`src/rtl/rr_grant_ctrl_pkg.sv`:
```
// Shared types and constants for the rr_grant_ctrl round-robin arbiter.
package rr_grant_ctrl_pkg;

    localparam int REQ_NUM      = 4;
    localparam int IDX_BIT      = 2;
    localparam int MAX_HOLD_DEF = 16;

    typedef enum logic [1:0] {
        IDLE  = 2'd0,
        GRANT = 2'd1,
        GAP   = 2'd2
    } state_t;

    typedef struct packed {
        logic               vld;
        logic [IDX_BIT-1:0] idx;
    } pick_t;

endpackage

```
`src/rtl/rr_grant_ctrl_onehot_dec.sv`:
```
// Combinational index to one-hot decoder; an index with no matching output bit decodes to zero.
module onehot_dec
    import rr_grant_ctrl_pkg::*;
#(
    parameter int P_IDX_BIT = IDX_BIT,
    parameter int P_OUT_NUM = REQ_NUM
) (
    input  logic [P_IDX_BIT-1:0] idx,
    output logic [P_OUT_NUM-1:0] onehot
);

    always_comb begin
        // NOTE: every always_comb output gets a default first so no path can infer a latch.
        onehot = '0;
        for (int i = 0; i < P_OUT_NUM; i++) begin
            if (idx == P_IDX_BIT'(i)) onehot[i] = 1'b1;
        end
    end

endmodule

```
`src/rtl/rr_grant_ctrl.sv`:
```
// Four-way round-robin arbiter with registered one-hot grant and break-before-make gap.
// Optional forced release after P_MAX_HOLD cycles is compiled in with `define RR_GRANT_TIMEOUT_EN.
module rr_grant_ctrl
    import rr_grant_ctrl_pkg::*;
#(
    parameter int P_REQ_NUM  = REQ_NUM,
    parameter int P_IDX_BIT  = IDX_BIT,
    parameter int P_MAX_HOLD = MAX_HOLD_DEF
) (
    input  logic                 clk_i,
    input  logic                 rst_n_i,
    input  logic [P_REQ_NUM-1:0] req_i,
    output logic [P_REQ_NUM-1:0] gnt_o,
    output logic [P_IDX_BIT-1:0] gnt_idx_o,
    output logic                 gnt_vld_o,
    output logic                 timeout_o
);

    if (P_MAX_HOLD < 1 || P_MAX_HOLD > 255) begin : g_bad_hold
        $error("rr_grant_ctrl: P_MAX_HOLD must be within 1..255");
    end

    state_t               state_q, state_d;
    logic [P_IDX_BIT-1:0] ptr_q;
    logic [P_REQ_NUM-1:0] req_elig;
    logic [P_REQ_NUM-1:0] dec_out;
    logic [P_REQ_NUM-1:0] gnt_d;
    logic                 req_held;
    logic                 force_rel;
    pick_t                pick;

    // Scan upward from ptr with wrap; iterating from the far end lets the nearest hit win.
    function automatic pick_t rr_pick(input logic [P_REQ_NUM-1:0] req,
                                      input logic [P_IDX_BIT-1:0] start);
        pick_t                res;
        logic [P_IDX_BIT-1:0] idx;
        res = '0;
        for (int i = P_REQ_NUM - 1; i >= 0; i--) begin
            idx = start + P_IDX_BIT'(i);
            if (req[idx]) begin
                res.vld = 1'b1;
                res.idx = idx;
            end
        end
        return res;
    endfunction

    assign pick     = rr_pick(req_elig, ptr_q);
    assign req_held = req_i[gnt_idx_o];

    onehot_dec #(
        .P_IDX_BIT (P_IDX_BIT),
        .P_OUT_NUM (P_REQ_NUM)
    ) u_dec (
        .idx    (gnt_idx_o),
        .onehot (dec_out)
    );

    always_ff @(posedge clk_i) begin
        // NOTE: sequential state uses non-blocking assignments; reset is sampled on the clock edge.
        if (!rst_n_i) state_q <= IDLE;
        else          state_q <= state_d;
    end

    always_comb begin
        state_d = state_q;
        unique case (state_q)
            IDLE:    if (pick.vld) state_d = GRANT;
            GRANT:   if (!req_held || force_rel) state_d = GAP;
            GAP:     state_d = IDLE;
            default: state_d = IDLE;
        endcase
    end

    always_comb begin
        gnt_d = dec_out & {P_REQ_NUM{state_q == GRANT}};
    end

    always_ff @(posedge clk_i) begin
        if (!rst_n_i) begin
            ptr_q     <= '0;
            gnt_idx_o <= '0;
            gnt_o     <= '0;
            gnt_vld_o <= 1'b0;
        end else begin
            gnt_o     <= gnt_d;
            gnt_vld_o <= |gnt_d;
            if (state_q == IDLE && pick.vld) gnt_idx_o <= pick.idx;
            if (state_q == GRANT && state_d == GAP) ptr_q <= gnt_idx_o + 1'b1;
        end
    end

`ifdef RR_GRANT_TIMEOUT_EN
    logic [7:0]           hold_cnt_q;
    logic [P_REQ_NUM-1:0] mask_q;
    logic                 tmo_q;

    // A voluntary release in the same cycle as the limit is not a timeout.
    assign force_rel = (state_q == GRANT) && req_held &&
                       (hold_cnt_q + 8'd1 == 8'(P_MAX_HOLD));
    assign req_elig  = req_i & ~mask_q;

    always_ff @(posedge clk_i) begin
        if (!rst_n_i) begin
            hold_cnt_q <= '0;
            mask_q     <= '0;
            tmo_q      <= 1'b0;
            timeout_o  <= 1'b0;
        end else begin
            hold_cnt_q <= (state_q == GRANT) ? hold_cnt_q + 8'd1 : 8'd0;
            // A mask bit clears once its request is seen low.
            mask_q     <= (mask_q & req_i) | (force_rel ? dec_out : '0);
            // Extra stage aligns the pulse with the first cycle the grant reads zero.
            tmo_q      <= force_rel;
            timeout_o  <= tmo_q;
        end
    end
`else
    assign force_rel = 1'b0;
    assign req_elig  = req_i;
    assign timeout_o = 1'b0;
`endif

endmodule

```
`config.mk`:
```
export PLATFORM = sky130hd
export DESIGN_NAME = rr_grant_ctrl
export DESIGN_NICKNAME = d
export VERILOG_FILES = /design/src/rtl/rr_grant_ctrl_pkg.sv /design/src/rtl/rr_grant_ctrl_onehot_dec.sv /design/src/rtl/rr_grant_ctrl.sv
export SDC_FILE = /design/constraint.sdc
export NUM_CORES = 1
export LEC_CHECK = 0
export ABC_AREA = 1
export CAP_MARGIN = 10
export CORE_AREA = 2 2 39 41
export CTS_CLUSTER_DIAMETER = 50
export DETAILED_ROUTE_END_ITERATION = 16
export DIE_AREA = 0 0 41 43
export DONT_BUFFER_PORTS = 1
export GPL_ROUTABILITY_DRIVEN = 0
export GPL_TIMING_DRIVEN = 0
export PLACE_DENSITY_LB_ADDON = 0.25
export RECOVER_POWER = 25
export SLEW_MARGIN = 20
export SYNTH_ARGS = -nofsm -noshare
export SYNTH_HDL_FRONTEND = slang
export SYNTH_SLANG_ARGS = --single-unit
export TNS_END_PERCENT = 20
```
`constraint.sdc`:
```
create_clock -name clk_i -period 1.6 [get_ports clk_i]
set_input_delay 0.32 -clock clk_i [delete_from_list [all_inputs] [get_ports clk_i]]
set_output_delay 0.32 -clock clk_i [all_outputs]
set_load 0.01 [all_outputs]
```
* Yosys cells after proc, flatten, opt, wreduce, memory -nomap -nowiden
Index checks and enable logic that the tools add are counted.
** Storage, ports and cells
- Output and inout bits :: 8
- Flip-flop bits (word level) :: 11
- Word-level logic and storage cells :: 46
- Bits of input ports :: 6
** Operators by class
- Order comparisons :: 5
- Add/sub/neg operators :: 4
- Multiplexer cells :: 21
- Bitwise logic cells :: 1
- Equal/unequal tests :: 5
- Reduce and logical (&&, ||, !) cells :: 5
** Operators with widths (count)
- < comparator 2 x 3 -> 1 bit (second input constant) :: 5
- 2-to-1 mux 3 bit :: 4
- binary-select mux 1 bit (select 2 bit) :: 5
- 2-to-1 mux 1 bit :: 9
- equality test 2 bit (second input constant) :: 3
- adder 2 x 1 -> 2 bit (second input constant) :: 2
- adder 2 bit (second input constant) :: 2
- bitwise AND 4 bit :: 1
- equality test 2 x 1 -> 1 bit (second input constant) :: 2
- zero test 2 bit :: 2
- 2-to-1 mux 2 bit :: 2
- one-hot mux 2 bit (2 select lines) :: 1
- OR reduction 4 bit :: 1
- logical AND 1 bit :: 2

* Depth between registers and ports, before layout
- Word-level depth :: 11
- Mapped depth :: 11
- Depth with buffers taken out :: 11

* Hierarchy
Synthesis repeated with hierarchy kept, for this count alone.
** Unflattened totals
- Cells, all modules :: 108
- Area, all modules :: 640.6 µm²
** By module, submodules not included
- rr_grant_ctrl :: times used 1, area an instance 614.3 µm², seq. area each 220.2 µm², cells an instance 101
- onehot_dec :: times used 1, area an instance 26.3 µm², seq. area each 0.0 µm², cells an instance 7

* Worst setup path before layout
No wires, ideal clock.
- Path kind :: reg2reg
- Start :: register ptr_q[0]
- End :: register gnt_idx_o[1]
- Clock period less this slack :: 1.207 ns
- Setup slack :: 0.393 ns
- Arrival :: 1.093 ns
- Stages on the path, launching flop included :: 12
- Cell sequence :: dfxtp_1 buf_4 nand2_1 nand2_2 nand2_2 nand2_2 nor2_2 nand2_2 nand2_4 nand2_1 nand2_1 nor2_2
** Between the ends
- Cells in the longest elaborated chain, start to end :: 8
- Elaborated cells between the ends (all ways) :: 16
** RTL lines
- start, declared :: RTL line rr_grant_ctrl.sv:24 : logic [P_IDX_BIT-1:0] ptr_q;
- start signal, assigned :: RTL line rr_grant_ctrl.sv:89 : if (state_q == GRANT && state_d == GAP) ptr_q <= gnt_idx_o + 1'b1;
- adder 2 bit :: RTL line rr_grant_ctrl.sv:39 : idx = start + P_IDX_BIT'(i);
- binary-select mux 1 bit (select 2 bit) :: RTL line rr_grant_ctrl.sv:40 : if (req[idx]) begin
- 2-to-1 mux 1 bit (not written as such) :: RTL line rr_grant_ctrl.sv:40
- 2-to-1 mux 3 bit (3 in series) :: RTL line rr_grant_ctrl.sv:40
- 2-to-1 mux 3 bit * :: RTL line rr_grant_ctrl.sv:40
- logical AND 1 bit :: RTL line rr_grant_ctrl.sv:88 : if (state_q == IDLE && pick.vld) gnt_idx_o <= pick.idx;
- end signal, assigned :: RTL line rr_grant_ctrl.sv:88
- end, declared :: RTL line rr_grant_ctrl.sv:14 : output logic [P_IDX_BIT-1:0] gnt_idx_o,
Every way passes the cells marked *; elsewhere a longest branch is shown, timed or not. The select of a mux whose other input is x is not followed.
A chain may end at the register's enable or synchronous reset.

* Worst setup path in the final report
- Start :: register gnt_idx_o[1]
- End :: register ptr_q[1]
** Between the ends
- Cells in the longest elaborated chain, start to end :: 6
- Elaborated cells between the ends (all ways) :: 7
** RTL lines
- binary-select mux 1 bit (select 2 bit) :: RTL line rr_grant_ctrl.sv:49 : assign req_held = req_i[gnt_idx_o];
- 2-to-1 mux 1 bit (not written as such) :: RTL line rr_grant_ctrl.sv:49
- 2-to-1 mux 2 bit :: RTL line rr_grant_ctrl.sv:69 : GRANT: if (!req_held || force_rel) state_d = GAP;
- one-hot mux 2 bit (2 select lines) :: RTL line rr_grant_ctrl.sv:67 : unique case (state_q)
- equality test 2 bit :: RTL line rr_grant_ctrl.sv:89
- logical AND 1 bit :: RTL line rr_grant_ctrl.sv:89
Several ways; a longest one is shown, not always the timed one. The select of a mux whose other input is x is not followed.

==> impl_metrics.json <==
{
  "outcome": "finished, final reports clean",
  "netlist_area_um2": 676.9,
  "fp.dieH_um": 43,
  "die_w_um": 41,
  "synth_top_area_share_pct": 32.53,
  "startpoint_type": "register",
  "dp_hpwl_mm": 1.024,
  "drc_errors": 0,
  "whs_path_depth": 2,
  "antenna_left": 0,
  "crit_start": "gnt_idx_o[1]$_SDFFE_PN0P_",
  "seq_area_frac_synth_pct": 32.53,
  "worstPathRequired_ns": 1.77,
  "setup-violations-final": 0,
  "cts.sinks": 11,
  "finClkSkew_ns": 0.007769,
  "final_common_cell": "nand2_1",
  "drtPass1Iterations": 4,
  "vias_per_cell": 4.880,
  "r2r_slack_ns": 0.21,
  "ctsHoldBuffers": 0,
  "root_buffer": "clkbuf_4",
  "path_cells": "inv_1 -> a21oi_1 -> o21ai_0 -> nand2_1 -> nand2_1 -> o21ai_0 -> a21oi_1",
  "setup_slack_ns": 0.2059,
  "reg2reg_depth": 7,
  "irDropWorstVdd_mv": 0.9639,
  "slowest_delay_ns": 0.46,
  "fin_crit_ns": 1.394,
  "drive_gt1_share_pct": 14.68,
  "drtIter0Drc": 14,
  "clockBufferDepth": 2,
  "slowest_stage": "dfxtp_1",
  "fin_util_pct": 52.26,
  "cp-end-kind": "register",
  "mostFrequentLayoutCells": "35 x nand2_1, 11 x nor2_1, 11 x dfxtp_1",
  "r2r-end": "ptr_q[1]$_SDFFE_PN0P_",
  "row_count": 14,
  "hold_viol_final": 0,
  "worstSkewPairLatency_ns": 0.27,
  "min_path_type": "primary input to register",
  "pre_cts_ws_ns": 0.2294,
  "synth_top_area_cell": "dfxtp_1",
  "worstSetupPathType": "register to register",
  "power_density_mw_per_mm2": 1857,
  "cp_top_family": "compound AO/OA/AOI/OAI gates",
  "netlist_top_cells_area": "dfxtp_1 33%, nand2_1 19%, ha_1 7.4%, nor2_1 6.1%, inv_1 5.5%",
  "syn_nets": 115,
  "nNetsFinal": 120,
  "vias": 610,
  "antenna_found_initial": 0,
  "die-area_mm2": 0.001763,
  "wl_per_cell_um": 9.864,
  "grt_pass1_wl_mm": 1.959,
  "nFillCells": 152,
  "final.setup.tns_ns": 0,
  "path_depth": 7,
  "grt-ovfl-total": 0,
  "syn_inst": 105,
  "crit_arrival_ns": 1.56,
  "slew_viol_final": 0,
  "track_usage_pct": 17.07,
  "synth_seq_cells": 11,
  "p_leak_nw": 0.3665,
  "cts.reportedPaths.clkPinSlew_ns": 0.07,
  "num_io_pins": 14,
  "cts_buffers": 3,
  "reg2reg_from": "gnt_idx_o[1]$_SDFFE_PN0P_",
  "post_cts_resized": 0,
  "wl_mm": 1.233,
  "io_buffers": 0,
  "cts_setup_buffers": 0,
  "n_antenna_cell": 0,
  "htree_levels": 1,
  "crit_end": "ptr_q[1]$_SDFFE_PN0P_",
  "grt_pass1_vias": 495,
  "drv_cap": 0,
  "grt_max_degree": 11,
  "worstPathMaxFanout": 5,
  "critPathBufInv": 1,
  "cts_tree": "built",
  "area_growth_pct": 6.839,
  "start_util_pct": 48.92,
  "fmax_mhz": 717.3,
  "avgSynthCellArea_um2": 6.447,
  "synth_cell_types": 17,
  "finalCritPeriodShare_pct": 87.13,
  "fp.coreArea_mm2": 0.001384,
  "grt_setup_unrepaired": "no",
  "ys_warn_count": 0
}
[synthesized netlist by cell type]
master,number
nand2_1,35
dfxtp_1,11
ha_1,4
o21ai_0,4
nor2_2,3
inv_2,1
a21oi_1,7
nand3_1,6
o21ai_1,1
o21bai_1,1
a41oi_1,1
inv_1,10
nor2_1,11
nand2_4,1
nand2_2,6
buf_4,2
conb_1,1
[kinds of logic (layout without fill, tap and decap cells)]
group / count (synthesis) / after routing / synth area share [%]
and+or+nand+nor: 62 / 62 / 39.93
adders and majority gates: 4 / 4 / 7.394
buffers and inverters: 13 / 17 / 8.317
other: 1 / 1 / 0.5540
AOI/OAI and AO/OA: 14 / 14 / 11.27
DFF: 11 / 11 / 32.53
[stage by stage]
stage	hold WS (ns)	cells	area (µm²)	power, W
floorplan	0.4584	105	676.9	0.001033
global placement	0.4662	121	696.9	0.001153
global route	0.1689	125	723.2	0.001484
CTS	0.1702	125	723.2	0.001355
detailed placement	0.4678	121	696.9	0.001166
finish	0.1771	125	723.2	0.001343
[registers in the layout, summed over array words and instances (netlist names)]
name       cells
gnt_vld_o      1
ptr_q          2
gnt_idx_o      2
gnt_o          4
state_q        2
[area by class of cell]
type / instances / area, µm² / area share, %
sequential: 11 / 220.2 / 30.45
tap: 16 / 20.02 / 2.768
inverter: 11 / 41.29 / 5.709
buffer: 2 / 15.01 / 2.076
multi-input combinational: 81 / 400.4 / 55.36
clock buffer: 4 / 26.28 / 3.633
[layer usage]
layer | vias to the layer above | global-route usage [%] | share of wire [%] | routed length (µm)
met5 | - | 0 | 0 | 0
met4 | 0 | 12.00 | 2.6 | 32
met3 | 5 | 5.236 | 4.6 | 57
met2 | 10 | 24.06 | 46 | 573
met1 | 257 | 20.98 | 46 | 570
li1 | 338 | - | - | -
[where the power goes]
part,internal [W],switching (W)
clock network,0.0000966,0.0000910
logic,0.000254,0.000458
registers,0.000353,0.0000905
total,0.000704,0.000639
[worst min-delay path by stage]
stage	start	end	slack [ns]
6_report	rst_n_i	gnt_idx_o[1]$_SDFFE_PN0P_	0.18
5_1_grt	rst_n_i	gnt_idx_o[1]$_SDFFE_PN0P_	0.17
4_1_cts	rst_n_i	ptr_q[0]$_SDFFE_PN0P_	0.17
3_5_place_dp	rst_n_i	ptr_q[0]$_SDFFE_PN0P_	0.47
3_3_place_gp	rst_n_i	ptr_q[0]$_SDFFE_PN0P_	0.47
2_1_floorplan	rst_n_i	ptr_q[0]$_SDFFE_PN0P_	0.46
(Power assumes the default switching activity.)
